===== src/rtl/score_renderer.sv =====
// Score overlay: converts the binary score to BCD once per frame and renders
// four 24x24 ROM glyphs on the raster with leading-zero blanking.
module score_renderer #(
  parameter int X0      = 16,
  parameter int Y0      = 8,
  parameter int SPACING = 4
) (
  input  logic        clk,
  input  logic        rst,
  input  logic [13:0] score,
  input  logic        frame_start,
  input  logic [9:0]  hcount,
  input  logic [9:0]  vcount,
  input  logic        video_on,
  output logic [3:0]  digit,
  output logic [9:0]  address,
  input  logic        rom_q,
  output logic        pixel_on,
  output logic        busy,
  output logic [1:0]  state_dbg   // 0 = IDLE, 1 = CONV, 2 = LOAD
);

  localparam int PITCH = 24 + SPACING;

  typedef enum logic [1:0] {
    IDLE = 2'd0,
    CONV = 2'd1,
    LOAD = 2'd2
  } state_t;

  state_t      state, state_next;
  logic [3:0]  cnt;
  logic [13:0] bin_q;
  logic [15:0] bcd_q;
  logic [15:0] bcd_adj;
  logic [15:0] disp_q;

  // frame_start is a request accepted only while busy is low; a pulse seen
  // while busy is high is dropped, and busy falls once the display is updated.
  assign busy      = (state != IDLE);
  assign state_dbg = state;

  always_ff @(posedge clk or posedge rst) begin
    if (rst) state <= IDLE;
    else     state <= state_next;
  end

  always_comb begin
    state_next = state;
    case (state)
      IDLE: if (frame_start) state_next = CONV;
      CONV: if (cnt == 4'd13) state_next = LOAD;
      LOAD: state_next = IDLE;
      default: state_next = IDLE;
    endcase
  end

  // Double-dabble correction applied before every shift.
  always_comb begin
    bcd_adj = bcd_q;
    for (int i = 0; i < 4; i++) begin
      if (bcd_q[4*i +: 4] >= 4'd5) bcd_adj[4*i +: 4] = bcd_q[4*i +: 4] + 4'd3;
    end
  end

  always_ff @(posedge clk or posedge rst) begin
    if (rst) begin
      cnt    <= '0;
      bin_q  <= '0;
      bcd_q  <= '0;
      disp_q <= '0;
    end else begin
      case (state)
        IDLE: begin
          if (frame_start) begin
            bin_q <= (score > 14'd9999) ? 14'd9999 : score;
            bcd_q <= '0;
            cnt   <= '0;
          end
        end
        CONV: begin
          {bcd_q, bin_q} <= {bcd_adj[14:0], bin_q, 1'b0};
          cnt            <= (cnt == 4'd13) ? 4'd0 : cnt + 4'd1;
        end
        LOAD: disp_q <= bcd_q;
        default: ;
      endcase
    end
  end

  // Box 0 shows the thousands digit; each box is lit once any digit from
  // the left is nonzero, and the units box is always lit.
  logic [3:0] nz;
  logic [3:0] en;
  logic       in_rows;
  logic       hit;
  logic       box_en;
  logic [3:0] digit_c;
  logic [9:0] addr_c;
  logic [9:0] row;
  logic [9:0] col;
  logic       inbox_c;
  logic       inbox_d1;
  logic       inbox_d2;

  always_comb begin
    for (int k = 0; k < 4; k++) nz[k] = (disp_q[4*(3-k) +: 4] != 4'd0);
    en[0] = nz[0];
    en[1] = en[0] | nz[1];
    en[2] = en[1] | nz[2];
    en[3] = 1'b1;
  end

  assign in_rows = (vcount >= 10'(Y0)) && (vcount < 10'(Y0 + 24));
  assign row     = vcount - 10'(Y0);

  always_comb begin
    hit     = 1'b0;
    box_en  = 1'b0;
    digit_c = '0;
    addr_c  = '0;
    col     = '0;
    for (int k = 0; k < 4; k++) begin
      if (in_rows && (hcount >= 10'(X0 + k*PITCH)) && (hcount < 10'(X0 + k*PITCH + 24))) begin
        hit     = 1'b1;
        box_en  = en[k];
        digit_c = disp_q[4*(3-k) +: 4];
        col     = hcount - 10'(X0 + k*PITCH);
        addr_c  = (row * 10'd24) + col;
      end
    end
  end

  assign inbox_c = video_on & hit & box_en;

  always_ff @(posedge clk or posedge rst) begin
    if (rst) begin
      digit    <= '0;
      address  <= '0;
      inbox_d1 <= 1'b0;
      inbox_d2 <= 1'b0;
    end else begin
      digit    <= digit_c;
      address  <= addr_c;
      inbox_d1 <= inbox_c;
      inbox_d2 <= inbox_d1;
    end
  end

  // rom_q arrives one clock after the address, aligned with inbox_d2.
  assign pixel_on = rom_q & inbox_d2;

endmodule

===== config.mk =====
export PLATFORM = sky130hd
export DESIGN_NAME = score_renderer
export DESIGN_NICKNAME = d
export VERILOG_FILES = /design/src/rtl/score_renderer.sv
export SDC_FILE = /design/constraint.sdc
export NUM_CORES = 1
export LEC_CHECK = 0
export CAP_MARGIN = 20
export CORE_UTILIZATION = 32
export CTS_CLUSTER_SIZE = 40
export DETAILED_ROUTE_END_ITERATION = 12
export DONT_BUFFER_PORTS = 1
export PLACE_DENSITY_LB_ADDON = 0.3
export RECOVER_POWER = 25
export SLEW_MARGIN = 15
export SYNTH_ARGS = -nofsm -noshare
export SYNTH_HDL_FRONTEND = slang
export SYNTH_SLANG_ARGS = --single-unit

===== constraint.sdc =====
create_clock -name clk -period 2.3 [get_ports clk]
set_input_delay 0.23 -clock clk [delete_from_list [all_inputs] [get_ports clk]]
set_output_delay 0.23 -clock clk [all_outputs]
set_load 0.01 [all_outputs]

**Word-level counts from Yosys, hierarchy flattened**

Index checks and enable logic that the tools add are counted.

- Register bits: 68
- Latch bits: 0
- RAM bits: 0
- Bits in read-only memories: 0
- Output and inout port bits: 18
- Word-level logic and storage cells: 97
- Memories: 0

- $add $sub $neg: 14
- $mul: 1
- Divide/modulo/power cells: 0
- Magnitude comparators: 15
- Eq/ne operators: 5
- Shift-type cells: 0
- Muxes and demuxes: 31
- Bitwise logic cells: 5
- Reduce and logical (&&, ||, !) cells: 17

Operators with widths:

| cell | number |
|---|---|
| $add 10x10->10 | 4 |
| $mux 10 | 4 |
| $mux 4 | 9 |
| $pmux 16 s2 | 1 |
| $lt 10x7->1 const B | 3 |
| $mux 14 | 2 |
| $pmux 14 s2 | 1 |
| $ge 10x7->1 const B | 2 |
| $lt 10x6->1 const B | 2 |
| $sub 10x7->10 const B | 2 |
| $ge 4x3->1 const B | 4 |
| $mux 16 | 1 |
| $gt 14x14->1 const B | 1 |
| $add 4x2->4 const B | 3 |
| $reduce_bool 4->1 | 3 |
| $ge 10x4->1 const B | 1 |
| $ge 10x5->1 const B | 1 |
| $ge 10x6->1 const B | 1 |
| $mul 10x2->7 const B | 1 |
| $sub 10x4->10 const B | 1 |
| $sub 10x5->10 const B | 1 |
| $sub 10x6->10 const B | 1 |
| $logic_and 1x1->1 | 9 |
| $mux 1 | 8 |
| other kinds (15) | 22 |

**Logic depth before layout (Yosys ltp)**

- Word-level depth: 10
- Mapped depth: 13

**Least setup slack after synthesis**

No wires, ideal clock.

- Path kind: input-to-reg
- From: input port vcount[0]
- To: register address[9]
- Arrival time: 2.648 ns
- Required time: 2.161 ns
- Slack: -0.488 ns
- Stages: 12
- Path buffers: 1
- Cells stage by stage: ha_1 > fa_1 > inv_1 > ha_1 > ha_1 > clkbuf_1 > a21o_1 > a21oi_1 > o21ai_0 > xor2_1 > a22oi_1 > o221ai_1

- Word-level cells in the longest chain between the ends: 8

Ends and longest elaborated chain:

| item | line | source |
|---|---|---|
| start, declared | 13 | `input logic [9:0] vcount,` |
| parallel branches: the longest is 7 deep, another holds $sub 10x4->10 | n/a |  |
| $mux 10 * | 124 | `if (in_rows && (hcount >= 10'(X0 + k*PITCH)) && (hcount < 10'(X0 + k*PITCH + 24))) begin` |
| net addr_c[9] | 99 | `logic [9:0] addr_c;` |
| end signal, assigned | 144 | `address <= addr_c;` |
| end, declared | 16 | `output logic [9:0] address,` |

Mark *: on every way through the listed nets, which the timed path passes.
A chain may end at the register's enable or synchronous reset.

**Worst setup path in the final report**

Same ends and word-level chain as after synthesis.

==> key figures <==
Floorplanning
  – Count of pins on the block boundary: 57
  – Die width: between 100 and 150 um
  – Core box area: 13200 um^2
  – Die Span Y: about 120 um
  – Standard-cell row count: 42
  – Die area: 14000 um^2
  – Initial cell density of the core: 0.328

STA
  – Post-route clock period utilization: 0.988
  – Setup skew after layout: around 0.0054 ns
  – Min Tclk post-route: 2.27 ns
  – Worst slew pin tran: approximately 1.7 ns
  – Highest clock frequency the design can meet: roughly 440 MHz
  – Count of pins over their slew limit: slightly below 70
  – Setup-violating endpoint count in the final report: 0
  – Max_slew headroom: -0.133
  – Sum of negative setup slack: 0 ns
  – Hold Violations, Final: 0
  – Unrepaired setup endpoints after global routing: true

Drt
  – Total Wirelength: 10100 um
  – Max layer used: met4
  – Router iterations before antenna repair: 4
  – Via-per-instance ratio: between 5 and 6
  – Violation count after the first detailed-routing iteration: 143
  – Total length of routed met3 wires: 403 um
  – Total DRC errors in the routed layout: 0
  – Detailed-route via count: between 3000 and 4000
  – Post-detailed-route wirelength per cell: around 15 um
  – WL met1: 4610 um
  – Final ANT Viol Nets: 0
  – Sum of met2 wire segment lengths after detailed routing: between 4000 and 5000 um

Setup path
  – Category of the worst setup path launch point: input pin
  – Maximum fanout along the worst path: 4
  – Required time at the worst-slack endpoint: ~2.5 ns
  – Register-to-Register Path Depth: 3
  – R2r setup slk: 0.50 ns
  – Category of the worst setup path capture point: flip-flop
  – R2r startpoint: state_dbg[0]
  – Category of the most critical setup path: input pin to flip-flop
  – Capture instance of the worst register-to-register path: bin_q[9]
  – Crit path DAT: between 2 and 2.5 ns

Final layout
  – Non-Filler Instances: between 600 and 700
  – Area added between synthesis and finish: 21.6%
  – Count of filler cells inserted in the layout: 1289
  – Net total in the final layout: slightly below 600
  – Ant. Diodes: 0
  – Fraction of final layout cells sized beyond drive strength 1: 0.169

Synth
  – Post-synth design cell area: approximately 4300 um^2
  – Register bit total from synthesis: 68
  – Net count after synthesis: 550
  – Number of cells produced by synthesis: ~470
  – Portion of the post-synthesis area used by sequential elements: 0.393
  – Avg Cell Area, Syn: 9.24 um^2
  – Yosys warnings: 0
  – Netlist cell types: 44

Clocking
  – CTS Sinks: 68
  – Clock tree root driver cell: sky130_fd_sc_hd__clkbuf_16
  – Buffer depth of the longest clock path: 2
  – Total CTS buffers: 9
  – H-tree level count: 3
  – Source-to-sink clock delay at the later pin of the worst-skew pair: between 0.3 and 0.4 ns
  – Setup bufs post-CTS: 0
  – TritonCTS clock tree: built
  – Clock input transition at the sequential cells of the worst setup and hold paths: about 0.060 ns

Worst hold path
  – Worst hold stages: 2
  – Worst Hold Class: input pin to flip-flop
  – Hold path startpoint: score[5]
  – Worst-case hold path end point: bin_q[5]

Power and ir drop
  – Switching portion of total power: 0.350
  – Part of the power in the clock network: 0.270
  – Switching power of the nets: just over 2 mW
  – Internal power: roughly 3.8 mW
  – P per Cell Area: between 1000 and 1500 nW/um^2
  – Leak pwr: 2.40 nW
  – Power share of the sequential group: 0.332
  – Maximum resistive drop on vdd: 0.000542 V
  – Combinational group share of total power: 0.398

Placement
  – Total placed cells including tap cells: ~670
  – DP Wirelength: roughly 7700 um
  – Number of port buffers: 0
  – Routability-driven placement congestion ratio: 0.840

Status
  – Violated checks: max-capacitance violations, max-slew violations
  – Status: complete, but fails checks

Global route
  – Wire length of the first global-routing pass: between 15000 and 20000 um
  – Pin count of the biggest net entering global routing: 69
  – Congestion Overflow GR: 0
  – Combined global-route utilization of all metal layers: 0.153
  – Number of global-route vias before repair: 3582
  – Number of antenna violations at the first check in global routing: 0

Job
  – Max-cap violations: 1
## layout make-up
class	count	area (um^2)	area share
multi-input cells	339	2520	0.479
flip-flops and latches	68	1700	0.323
repair buffers	39	298	0.0566
clock buffers	10	239	0.0454
well taps	176	220	0.0418
inverters	46	173	0.0328
clock inverters	6	111	0.0212
## layout by cell type (no fill, tap or decap), types with 5 or more instances in the layout
| master | n |
|---|---|
| sky130_fd_sc_hd__mux2_2 | 8 |
| sky130_fd_sc_hd__nand2_1 | 46 |
| sky130_fd_sc_hd__a32o_1 | 6 |
| sky130_fd_sc_hd__nand2b_1 | 8 |
| sky130_fd_sc_hd__a21oi_1 | 34 |
| sky130_fd_sc_hd__buf_4 | 35 |
| sky130_fd_sc_hd__xor2_1 | 9 |
| sky130_fd_sc_hd__o31ai_1 | 5 |
| sky130_fd_sc_hd__and2_1 | 7 |
| sky130_fd_sc_hd__a21o_1 | 8 |
| sky130_fd_sc_hd__xnor2_1 | 19 |
| sky130_fd_sc_hd__inv_1 | 41 |
| sky130_fd_sc_hd__o22ai_1 | 17 |
| sky130_fd_sc_hd__a222oi_1 | 10 |
| sky130_fd_sc_hd__ha_1 | 30 |
| sky130_fd_sc_hd__ha_4 | 7 |
| sky130_fd_sc_hd__clkbuf_16 | 9 |
| sky130_fd_sc_hd__o21ai_0 | 32 |
| sky130_fd_sc_hd__o21ai_1 | 8 |
| sky130_fd_sc_hd__dfrtp_1 | 68 |
| sky130_fd_sc_hd__nor2_1 | 28 |
| sky130_fd_sc_hd__nor4_1 | 7 |
## power by group through the flow
| stage | clock (mW) | combinational (mW) | sequential (mW) |
|---|---|---|---|
| detailed placement | 0 | 2.32 | 1.98 |
| global placement | 0 | 2.25 | 1.96 |
| floorplan | 0 | 1.76 | 1.87 |
| global route | 1.68 | 2.65 | 2.02 |
| finish | 1.59 | 2.35 | 1.96 |
| CTS | 1.62 | 2.34 | 1.96 |
## metrics by stage
stage | utilization | worst slack (ns) | total power, mW | cell area (um^2) | hold slack (ns)
2_1_floorplan | - | -0.202 | 3.63 | 4440 | 0.326
3_3_place_gp | 0.369 | -0.306 | 4.22 | 4870 | 0.211
3_5_place_dp | 0.369 | -0.349 | 4.29 | 4870 | 0.220
4_1_cts | 0.398 | 0.00264 | 5.92 | 5250 | 0.0210
5_1_grt | 0.399 | -0.163 | 6.36 | 5260 | 0.0250
6_report | 0.399 | 0.0267 | 5.89 | 5260 | 0.0305
## critical path, stage by stage
cell	delay, ns
sky130_fd_sc_hd__ha_4	0.14
sky130_fd_sc_hd__fa_2	0.54
sky130_fd_sc_hd__inv_2	0.05
sky130_fd_sc_hd__ha_4	0.29
sky130_fd_sc_hd__inv_2	0.05
sky130_fd_sc_hd__ha_1	0.29
sky130_fd_sc_hd__a21o_1	0.20
sky130_fd_sc_hd__a21oi_2	0.15
sky130_fd_sc_hd__o21ai_1	0.10
sky130_fd_sc_hd__xor2_1	0.15
sky130_fd_sc_hd__a22oi_1	0.15
sky130_fd_sc_hd__o221ai_1	0.13
## kinds of logic after synthesis
| kind of cell | share of synthesized area |
|---|---|
| buffers and inverters | 0.0541 |
| adders and majority gates | 0.133 |
| muxes | 0.0254 |
| xor gates and xnor gates | 0.0625 |
| DFF | 0.393 |
| AOI/OAI and AO/OA | 0.207 |
| and+or+nand+nor | 0.125 |
## flip-flops by register name, indices dropped and copies added, names as in the netlist
name and count:
bcd_q 16, disp_q 16, bin_q 14, state_dbg 2, cnt 4, inbox_d2 1, digit 4, address 10
inbox_d1 1
## routing by layer
metal  track usage  up-vias
li1              -     1735
met1         0.192     1678
met2         0.261       76
met3        0.0323       15
met4        0.0521        0
met5             0        -
## synthesized netlist by cell type
cell	count	area (um^2)
sky130_fd_sc_hd__a211oi_1	2	15.0
sky130_fd_sc_hd__a21o_1	8	60.1
sky130_fd_sc_hd__a21oi_1	38	190
sky130_fd_sc_hd__a221oi_1	3	26.3
sky130_fd_sc_hd__a222oi_1	10	100
sky130_fd_sc_hd__a22oi_1	1	7.51
sky130_fd_sc_hd__a31o_2	1	8.76
sky130_fd_sc_hd__a31oi_1	2	12.5
sky130_fd_sc_hd__a32o_1	6	60.1
sky130_fd_sc_hd__and2_1	7	43.8
sky130_fd_sc_hd__and3_1	2	12.5
sky130_fd_sc_hd__buf_2	4	20.0
sky130_fd_sc_hd__clkbuf_1	11	41.3
sky130_fd_sc_hd__dfrtp_1	68	1700
sky130_fd_sc_hd__fa_1	5	100
sky130_fd_sc_hd__ha_1	38	475
sky130_fd_sc_hd__inv_1	45	169
sky130_fd_sc_hd__inv_2	1	3.75
sky130_fd_sc_hd__mux2_2	8	90.1
sky130_fd_sc_hd__mux2i_1	2	20.0
sky130_fd_sc_hd__nand2_1	46	173
sky130_fd_sc_hd__nand2b_1	8	50.1
sky130_fd_sc_hd__nand3_1	2	10.0
sky130_fd_sc_hd__nand4_1	2	12.5
sky130_fd_sc_hd__nor2_1	28	105
sky130_fd_sc_hd__nor2b_1	4	25.0
sky130_fd_sc_hd__nor3_1	2	10.0
sky130_fd_sc_hd__nor3b_1	4	30.0
sky130_fd_sc_hd__nor4_1	7	43.8
sky130_fd_sc_hd__nor4_2	1	12.5
sky130_fd_sc_hd__o2111ai_1	1	8.76
sky130_fd_sc_hd__o21ai_0	35	175
sky130_fd_sc_hd__o21ai_1	5	25.0
sky130_fd_sc_hd__o21bai_1	2	15.0
sky130_fd_sc_hd__o221a_2	1	11.3
sky130_fd_sc_hd__o221ai_1	3	26.3
sky130_fd_sc_hd__o22ai_1	17	106
sky130_fd_sc_hd__o31ai_1	5	37.5
sky130_fd_sc_hd__o32ai_1	1	8.76
sky130_fd_sc_hd__or2_2	1	6.26
sky130_fd_sc_hd__or3_1	1	6.26
sky130_fd_sc_hd__xnor2_1	19	166
sky130_fd_sc_hd__xnor2_2	1	16.3
sky130_fd_sc_hd__xor2_1	10	87.6
## how the worst max path moves through the flow
stage / from / end / slack, ns / cells past startpoint
after floorplan: vcount[0] / address[9] / -0.20 / 12
after global placement: vcount[0] / address[6] / -0.31 / 9
after global routing: vcount[3] / address[9] / -0.16 / 13
after CTS: vcount[0] / address[6] / 0.003 / 11
after detailed placement: vcount[0] / address[6] / -0.35 / 11
final: vcount[0] / address[9] / 0.03 / 12
## timing repair
item	in CTS	in global routing
pin swaps	1	5
cloned	0	0
hold endpoints to repair	70	0
hold buffers	3	0
endpoints found under the setup margin	1	4
resized for setup	0	7
Power figures use the tool's default switching activity.
